$ cat src/rtl/vga_pkg.sv
// XGA 1024x768@60 raster timing constants shared by the timing generator
// and the downstream drawing stages.
package vga_pkg;

    localparam int CNT_W    = 11;

    localparam int H_ACTIVE = 1024;
    localparam int H_FRONT  = 24;
    localparam int H_SYNC   = 136;
    localparam int H_BACK   = 160;

    localparam int V_ACTIVE = 768;
    localparam int V_FRONT  = 3;
    localparam int V_SYNC   = 6;
    localparam int V_BACK   = 29;

    localparam int H_TOTAL      = H_ACTIVE + H_FRONT + H_SYNC + H_BACK;
    localparam int V_TOTAL      = V_ACTIVE + V_FRONT + V_SYNC + V_BACK;
    localparam int H_SYNC_START = H_ACTIVE + H_FRONT;
    localparam int H_SYNC_END   = H_SYNC_START + H_SYNC;
    localparam int V_SYNC_START = V_ACTIVE + V_FRONT;
    localparam int V_SYNC_END   = V_SYNC_START + V_SYNC;

endpackage

$ cat src/rtl/vga_axis_counter.sv
// One raster axis: wrapping position counter with blank/sync flags derived
// from the next-state count so they align with the registered count.
module vga_axis_counter
    import vga_pkg::*;
#(
    parameter int ACTIVE = 1024,
    parameter int FRONT  = 24,
    parameter int SYNC   = 136,
    parameter int BACK   = 160
) (
    input  logic             pclk,
    input  logic             rst_n,
    input  logic             inc,
    output logic [CNT_W-1:0] count,
    output logic             blnk,
    output logic             sync,
    output logic             wrap
);

    localparam int TOTAL = ACTIVE + FRONT + SYNC + BACK;

    if (TOTAL >= 2048) begin : g_total_too_wide
        $error("vga_axis_counter: TOTAL must be below 2048");
    end

    localparam logic [CNT_W-1:0] LAST       = CNT_W'(TOTAL - 1);
    localparam logic [CNT_W-1:0] ACT_W      = CNT_W'(ACTIVE);
    localparam logic [CNT_W-1:0] SYNC_START = CNT_W'(ACTIVE + FRONT);
    localparam logic [CNT_W-1:0] SYNC_END   = CNT_W'(ACTIVE + FRONT + SYNC);

    logic [CNT_W-1:0] count_q, count_d;
    logic             blnk_q, blnk_d;
    logic             sync_q, sync_d;

    // wrap is combinational so the next axis advances on the same edge.
    always_comb begin
        wrap    = inc && (count_q == LAST);
        count_d = count_q;
        if (inc) begin
            count_d = wrap ? '0 : count_q + 1'b1;
        end
        blnk_d = (count_d >= ACT_W);
        sync_d = (count_d >= SYNC_START) && (count_d < SYNC_END);
    end

    always_ff @(posedge pclk or negedge rst_n) begin
        if (!rst_n) begin
            count_q <= '0;
            blnk_q  <= 1'b0;
            sync_q  <= 1'b0;
        end else begin
            count_q <= count_d;
            blnk_q  <= blnk_d;
            sync_q  <= sync_d;
        end
    end

    assign count = count_q;
    assign blnk  = blnk_q;
    assign sync  = sync_q;

endmodule

$ cat src/rtl/vga_timing.sv
// Free-running XGA raster timing generator: registered counts, sync, blank
// and a first-pixel-of-frame pulse, all zero-skew with each other.
module vga_timing
    import vga_pkg::*;
#(
    parameter int H_ACT = vga_pkg::H_ACTIVE,
    parameter int H_FP  = vga_pkg::H_FRONT,
    parameter int H_SW  = vga_pkg::H_SYNC,
    parameter int H_BP  = vga_pkg::H_BACK,
    parameter int V_ACT = vga_pkg::V_ACTIVE,
    parameter int V_FP  = vga_pkg::V_FRONT,
    parameter int V_SW  = vga_pkg::V_SYNC,
    parameter int V_BP  = vga_pkg::V_BACK
) (
    input  logic             pclk,
    input  logic             rst_n,
    output logic [CNT_W-1:0] hcount,
    output logic [CNT_W-1:0] vcount,
    output logic             hsync,
    output logic             vsync,
    output logic             hblnk,
    output logic             vblnk,
    output logic             frame_start
);

    logic h_wrap;
    logic v_wrap;
    logic frame_start_q;

    vga_axis_counter #(
        .ACTIVE(H_ACT), .FRONT(H_FP), .SYNC(H_SW), .BACK(H_BP)
    ) u_h (
        .pclk  (pclk),
        .rst_n (rst_n),
        .inc   (1'b1),
        .count (hcount),
        .blnk  (hblnk),
        .sync  (hsync),
        .wrap  (h_wrap)
    );

    vga_axis_counter #(
        .ACTIVE(V_ACT), .FRONT(V_FP), .SYNC(V_SW), .BACK(V_BP)
    ) u_v (
        .pclk  (pclk),
        .rst_n (rst_n),
        .inc   (h_wrap),
        .count (vcount),
        .blnk  (vblnk),
        .sync  (vsync),
        .wrap  (v_wrap)
    );

    // Both axes wrapping together means the next pixel is (0,0).
    always_ff @(posedge pclk or negedge rst_n) begin
        if (!rst_n) begin
            frame_start_q <= 1'b0;
        end else begin
            frame_start_q <= v_wrap;
        end
    end

    assign frame_start = frame_start_q;

endmodule
$ cat config.mk
export PLATFORM = sky130hd
export DESIGN_NAME = vga_timing
export DESIGN_NICKNAME = d
export VERILOG_FILES = /design/src/rtl/vga_pkg.sv /design/src/rtl/vga_axis_counter.sv /design/src/rtl/vga_timing.sv
export SDC_FILE = /design/constraint.sdc
export NUM_CORES = 1
export LEC_CHECK = 0
export ABC_AREA = 1
export CAP_MARGIN = 20
export CORE_ASPECT_RATIO = 2
export CORE_UTILIZATION = 50
export DETAILED_ROUTE_END_ITERATION = 7
export PLACE_DENSITY = 0.83
export SLEW_MARGIN = 10
export SYNTH_ARGS = -nofsm -noshare
export SYNTH_HDL_FRONTEND = slang
export SYNTH_SLANG_ARGS = --single-unit
$ cat constraint.sdc
create_clock -name pclk -period 4.9 [get_ports pclk]
set_input_delay 0.98 -clock pclk [delete_from_list [all_inputs] [get_ports pclk]]
set_output_delay 0.98 -clock pclk [all_outputs]
set_load 0.005 [all_outputs]
==> results.json, run 1 <==
{
  "grtUsageMet3": 0.0195,
  "async_reset_ff_frac": 1.00,
  "synth_most_common_cell": "nand2_1",
  "crit_fanout": 12,
  "end_kind": "primary output",
  "h-tree-depth": 1,
  "status": "finished, final reports clean",
  "syn_inst": 223,
  "firstDrtPassIters": 4,
  "grt_pass1_vias": 1511,
  "avgSynthCellArea_um2": 7.48,
  "ys_ff_latch": 27,
  "core_um2": 3160,
  "crit_type": "flip-flop to primary output",
  "ys_seq_area_frac": 0.405,
  "synth_edf_count": 0,
  "dieArea_um2": 3580,
  "antenna_found_initial": 0,
  "post_cts_buffers": 0,
  "synth.largest_area_cell": "dfrtp_1",
  "leakagePower_uw": 0.00105,
  "cts_buffers": 3,
  "period_minus_slack_ns": 2.37,
  "routed_wl_um": 3680,
  "cpMaxStageDelayCell": "clkdlybuf4s50_1",
  "std_cell_rows": 29,
  "synth_ff_type": "dfrtp_1",
  "ir_drop_mv": 0.198,
  "ant_nets": 0,
  "io_pins": 29,
  "ys_types": 24,
  "synthTopCellsByArea": "dfrtp_1 (41%), nand2_1 (14%), nand3_1 (7.2%)",
  "cellPowerDensity_nw_per_um2": 177,
  "postCtsHoldBufs": 0,
  "crit_arrival_ns": 1.39,
  "cp_cell_sequence": "clkdlybuf4s50_1",
  "ys_top_cells_by_count": "nand2_1 (62), inv_1 (31), dfrtp_1 (27)",
  "drc": 0,
  "drive_above_1_share": 0.0988,
  "place_hpwl_um": 2900,
  "grt_pass1_wl_um": 6360,
  "port_buffers": 28,
  "top_usage_layer": "met2",
  "worstSkewPairLatency_ns": 0.27,
  "fin_skew_ns": 0.00309,
  "finalSetupViolations": 0,
  "rsz0062_at_grt": "no",
  "cap_violations": 0,
  "root_buffer": "clkbuf_8",
  "vias_per_cell": 5.32,
  "drt_iter0_markers": 41,
  "via_count": 1511,
  "crit_required_ns": 3.92,
  "final.setup.tns_ns": 0,
  "hp-class": "flip-flop to flip-flop",
  "global_route.usage.met2": 0.412,
  "start_util": 0.528,
  "max_stage_delay_ns": 0.57,
  "overflow": 0,
  "syn-cell-area_um2": 1670,
  "yosysWarnings": 0,
  "clock_sinks": 27,
  "diodes": 0,
  "ctsResizeCount": 0,
  "grt_max_degree": 28,
  "fmax_mhz": 421,
  "die_y_um": 83.7,
  "hold_viol": 0,
  "cp-start-kind": "flip-flop",
  "synth.net_count": 229,
  "slew_headroom": 0.772,
  "clk_pin_slew_ns": 0.09,
  "area_growth_pct": 20.3,
  "final_max_slew_viol_count": 0,
  "cts_tree": "done",
  "critical_path.top_delay_family": "buffers and inverters",
  "die_w_um": 42.8,
  "nets": 260,
  "crit_buf_inv": 1,
  "synth_top_area_frac": 0.405,
  "cts.path.max_buffers": 2,
  "fin_crit_sh": 0.484,
  "met1_usage": 0.243,
  "tightest_slew_ns": 0.343,
  "wire_per_inst_um": 13.0,
  "gp_congestion": 0.916,
  "holdWs_ns": 0.544,
  "track_usage": 0.229
}
==> report_power, final <==
group | total (uW) | internal (uW) | switching, uW
registers | 223 | 223 | 0
logic | 5.40 | 1.22 | 4.18
clock network | 127 | 57.7 | 69.3
total | 355 | 282 | 73.5
==> per-layer routing <==
metal,up-vias,wire [um]
li1,761,-
met1,704,1350
met2,32,2090
met3,14,71
met4,0,179
met5,-,0
==> cells by family (layout without fill, tap and decap cells) <==
group | Yosys count | after routing | share of synthesized area
AOI/OAI and AO/OA | 13 | 13 | 0.0435
DFF | 27 | 27 | 0.405
adders and majority gates | 4 | 4 | 0.0300
xor gates and xnor gates | 5 | 5 | 0.0263
and+or+nand+nor | 138 | 138 | 0.399
buffers and inverters | 36 | 66 | 0.0960
==> through the flow <==
stage | cells | utilization | cell area (um2) | setup WS [ns] | power [uW]
after floorplan | 223 | - | 1670 | 3.24 | 227
after global placement | 280 | 0.620 | 1960 | 2.85 | 233
after detailed placement | 280 | 0.620 | 1960 | 2.83 | 233
after CTS | 284 | 0.636 | 2010 | 2.52 | 360
after global routing | 284 | 0.636 | 2010 | 2.47 | 364
final | 284 | 0.636 | 2010 | 2.53 | 355
==> final cells by class <==
class	count	area (um2)
Clock buffer	3	41.3
Clock inverter	1	7.51
Fill cell	303	1150
Inverter	33	124
Multi-Input combinational cell	160	832
Sequential cell	27	676
Tap cell	31	38.8
Timing Repair Buffer	29	288
==> worst reg2reg max path: cells and delay by family, from the launching register on <==
| kind | cells | cell delay (ns) |
|---|---|---|
| AND/OR/NAND/NOR | 10 | 1.22 |
| flip-flops | 1 | 0.44 |
| adder cells (fa/ha/maj) | 1 | 0.23 |
==> sequential cells by signal, indices dropped and copies added (netlist names) <==
register	flops
u_v.blnk	1
u_v.sync	1
u_h.blnk	1
u_h.count	11
u_h.sync	1
frame_start	1
u_v.count	11
==> worst paths after layout <==
check	start	end	slack [ns]	cells past startpoint
max in group asynchronous	rst_n	u_v.count[4]$_DFF_PN0_	3.58	2
min in group asynchronous	rst_n	u_v.count[3]$_DFF_PN0_	1.06	2
max reg2reg	u_h.count[0]$_DFF_PN0_	u_v.sync$_DFF_PN0_	2.94	11
min reg2reg	u_h.count[0]$_DFF_PN0_	u_h.count[0]$_DFF_PN0_	0.54	1
max	u_v.count[2]$_DFF_PN0_	vcount[2]	2.53	1
min	u_h.count[0]$_DFF_PN0_	u_h.count[0]$_DFF_PN0_	0.54	1
==> cells in the final DEF, fill, tap and decap left out, drive strengths merged <==
cell | synthesis | layout
nand4 | 10 | 10
xor2 | 5 | 5
buf | 3 | 1
nor2 | 32 | 32
clkdlybuf4s50 | 0 | 28
nand2 | 68 | 68
inv | 33 | 33
a21oi | 6 | 6
ha | 4 | 4
clkinvlp | 0 | 1
dfrtp | 27 | 27
nand3 | 27 | 27
o21bai | 3 | 3
clkbuf | 0 | 3
nor3 | 1 | 1
o21ai | 4 | 4
(Power assumes the default switching activity.)
==> inputs of run 2 (changes only) <==
clock period = 2.25 ns   (was 4.9 ns; I/O delays follow)
==> results.json, run 2 (synthesis results as in run 1) <==
{
  "rr_endpoint": "u_v.sync$_DFF_PN0_",
  "postCtsHoldBufs": 0,
  "drt_iter0_markers": 43,
  "vias_per_cell": 5.37,
  "status": "finished, final reports clean",
  "firstDrtPassIters": 4,
  "cts_tree": "done",
  "crit_arrival_ns": 2.16,
  "rr_startpoint": "u_h.count[0]$_DFF_PN0_",
  "grt_pass1_wl_um": 6660,
  "end_kind": "flip-flop",
  "die_y_um": 83.7,
  "port_buffers": 28,
  "period_minus_slack_ns": 1.95,
  "drc": 0,
  "dp.cells": 280,
  "wl_met1_um": 1380,
  "antenna_found_initial": 0,
  "grt_max_degree": 28,
  "drive_above_1_share": 0.0988,
  "area_growth_pct": 20.3,
  "cap_violations": 0,
  "final_max_slew_viol_count": 0,
  "place_hpwl_um": 2950,
  "cellPowerDensity_nw_per_um2": 387,
  "crit_top_cell": "nand2_1",
  "fin_skew_ns": 0.00361,
  "via_count": 1526,
  "fmax_mhz": 512,
  "cpMaxStageDelayCell": "dfrtp_1",
  "worstSkewPairLatency_ns": 0.28,
  "hold_viol": 0,
  "routed_wl_um": 3820,
  "cp_cell_sequence": "ha_1, nand2_1, nor2_2, nand2_2, nor2_8, nand3_1, nand2_1, nor2_1, nand2_1, nand2_1, nor3_2",
  "max_stage_delay_ns": 0.44,
  "die_w_um": 42.8,
  "highest_layer": "met4",
  "fin_area_um2": 2010,
  "finalPower_uw": 777,
  "slew_headroom": 0.757,
  "start_util": 0.528,
  "layout_commonest_cell": "nand2_1",
  "ant_nets": 0,
  "clk_pin_slew_ns": 0.09,
  "r2r_cells": 11,
  "dieArea_um2": 3580,
  "ctsResizeCount": 0,
  "h-tree-depth": 1,
  "diodes": 0,
  "io_pins": 29,
  "gp_congestion": 0.903,
  "clock_sinks": 27,
  "post_cts_buffers": 0,
  "nets": 260,
  "cts_buffers": 3,
  "cts.path.max_buffers": 2,
  "holdWs_ns": 0.527,
  "place_area_um2": 1960,
  "crit_type": "flip-flop to flip-flop",
  "finalSetupViolations": 0,
  "final_cells": 284,
  "crit_fanout": 18,
  "leakagePower_uw": 0.00105,
  "rrSetupSlack_ns": 0.30,
  "overflow": 0,
  "final_cell_mix": "nand2_1 (62), inv_1 (31), clkdlybuf4s50_1 (28)",
  "cp-start-kind": "flip-flop",
  "met3WireLength_um": 109,
  "core_um2": 3160,
  "rsz0062_at_grt": "no",
  "ir_drop_mv": 0.308,
  "fin_crit_sh": 0.868,
  "std_cell_rows": 29,
  "root_buffer": "clkbuf_8",
  "route.met2.wl_um": 2090,
  "crit_path_start": "u_h.count[0]$_DFF_PN0_",
  "crit_required_ns": 2.46,
  "grt_pass1_vias": 1495,
  "tightest_slew_ns": 0.365,
  "track_usage": 0.244,
  "wire_per_inst_um": 13.4,
  "hp-class": "input pin to asynchronous set/reset pin",
  "final.setup.tns_ns": 0
}
[run 2: cell counts in the layout (fill, tap and decap cells not counted)]
Identical to the previous run, type by type.
[run 2: metal layers]
layer  vias up  global-route usage
met3        18              0.0346
met4         0               0.162
met5         -                   0
met2        44               0.417
li1        761                   -
met1       703               0.265
[run 2: layout make-up]
class,count,area (um2)
clock inverter,1,7.51
timing repair buffer,29,288
multi-input combinational,160,832
inverter,33,124
fill,279,1150
clock buffer,3,41.3
sequential,27,676
tap,31,38.8
[run 2: worst max-delay path by stage]
stage | end | slack [ns]
6_report | u_v.sync$_DFF_PN0_ | 0.30
5_1_grt | u_v.sync$_DFF_PN0_ | 0.07
4_1_cts | u_v.sync$_DFF_PN0_ | 0.30
3_5_place_dp | u_v.sync$_DFF_PN0_ | 0.31
3_3_place_gp | u_v.sync$_DFF_PN0_ | 0.39
2_1_floorplan | u_v.sync$_DFF_PN0_ | 0.59
[run 2: report_power, final]
group / internal (uW) / total, uW / switching [uW]
sequential: 485 / 485 / 0
clock: 126 / 281 / 155
combinational: 2.65 / 11.6 / 8.92
[run 2: worst max-delay path, delay by kind of cell (launching register included)]
family        cells  cell delay, ns
fa+ha+maj         1            0.23
simple gates     10            1.22
flops             1            0.44
[run 2: per-stage QoR]
step	worst slack (ns)	util
after floorplan	0.592	-
after global placement	0.392	0.620
after global routing	0.0698	0.636
final	0.297	0.636
after detailed placement	0.310	0.620
after CTS	0.301	0.636
==> inputs of run 3 (changes only) <==
CTS_CLUSTER_SIZE = 28   (was unset)
==> results of run 3 <==
The final DEF is identical to that of run 2; final timing and power are the same.
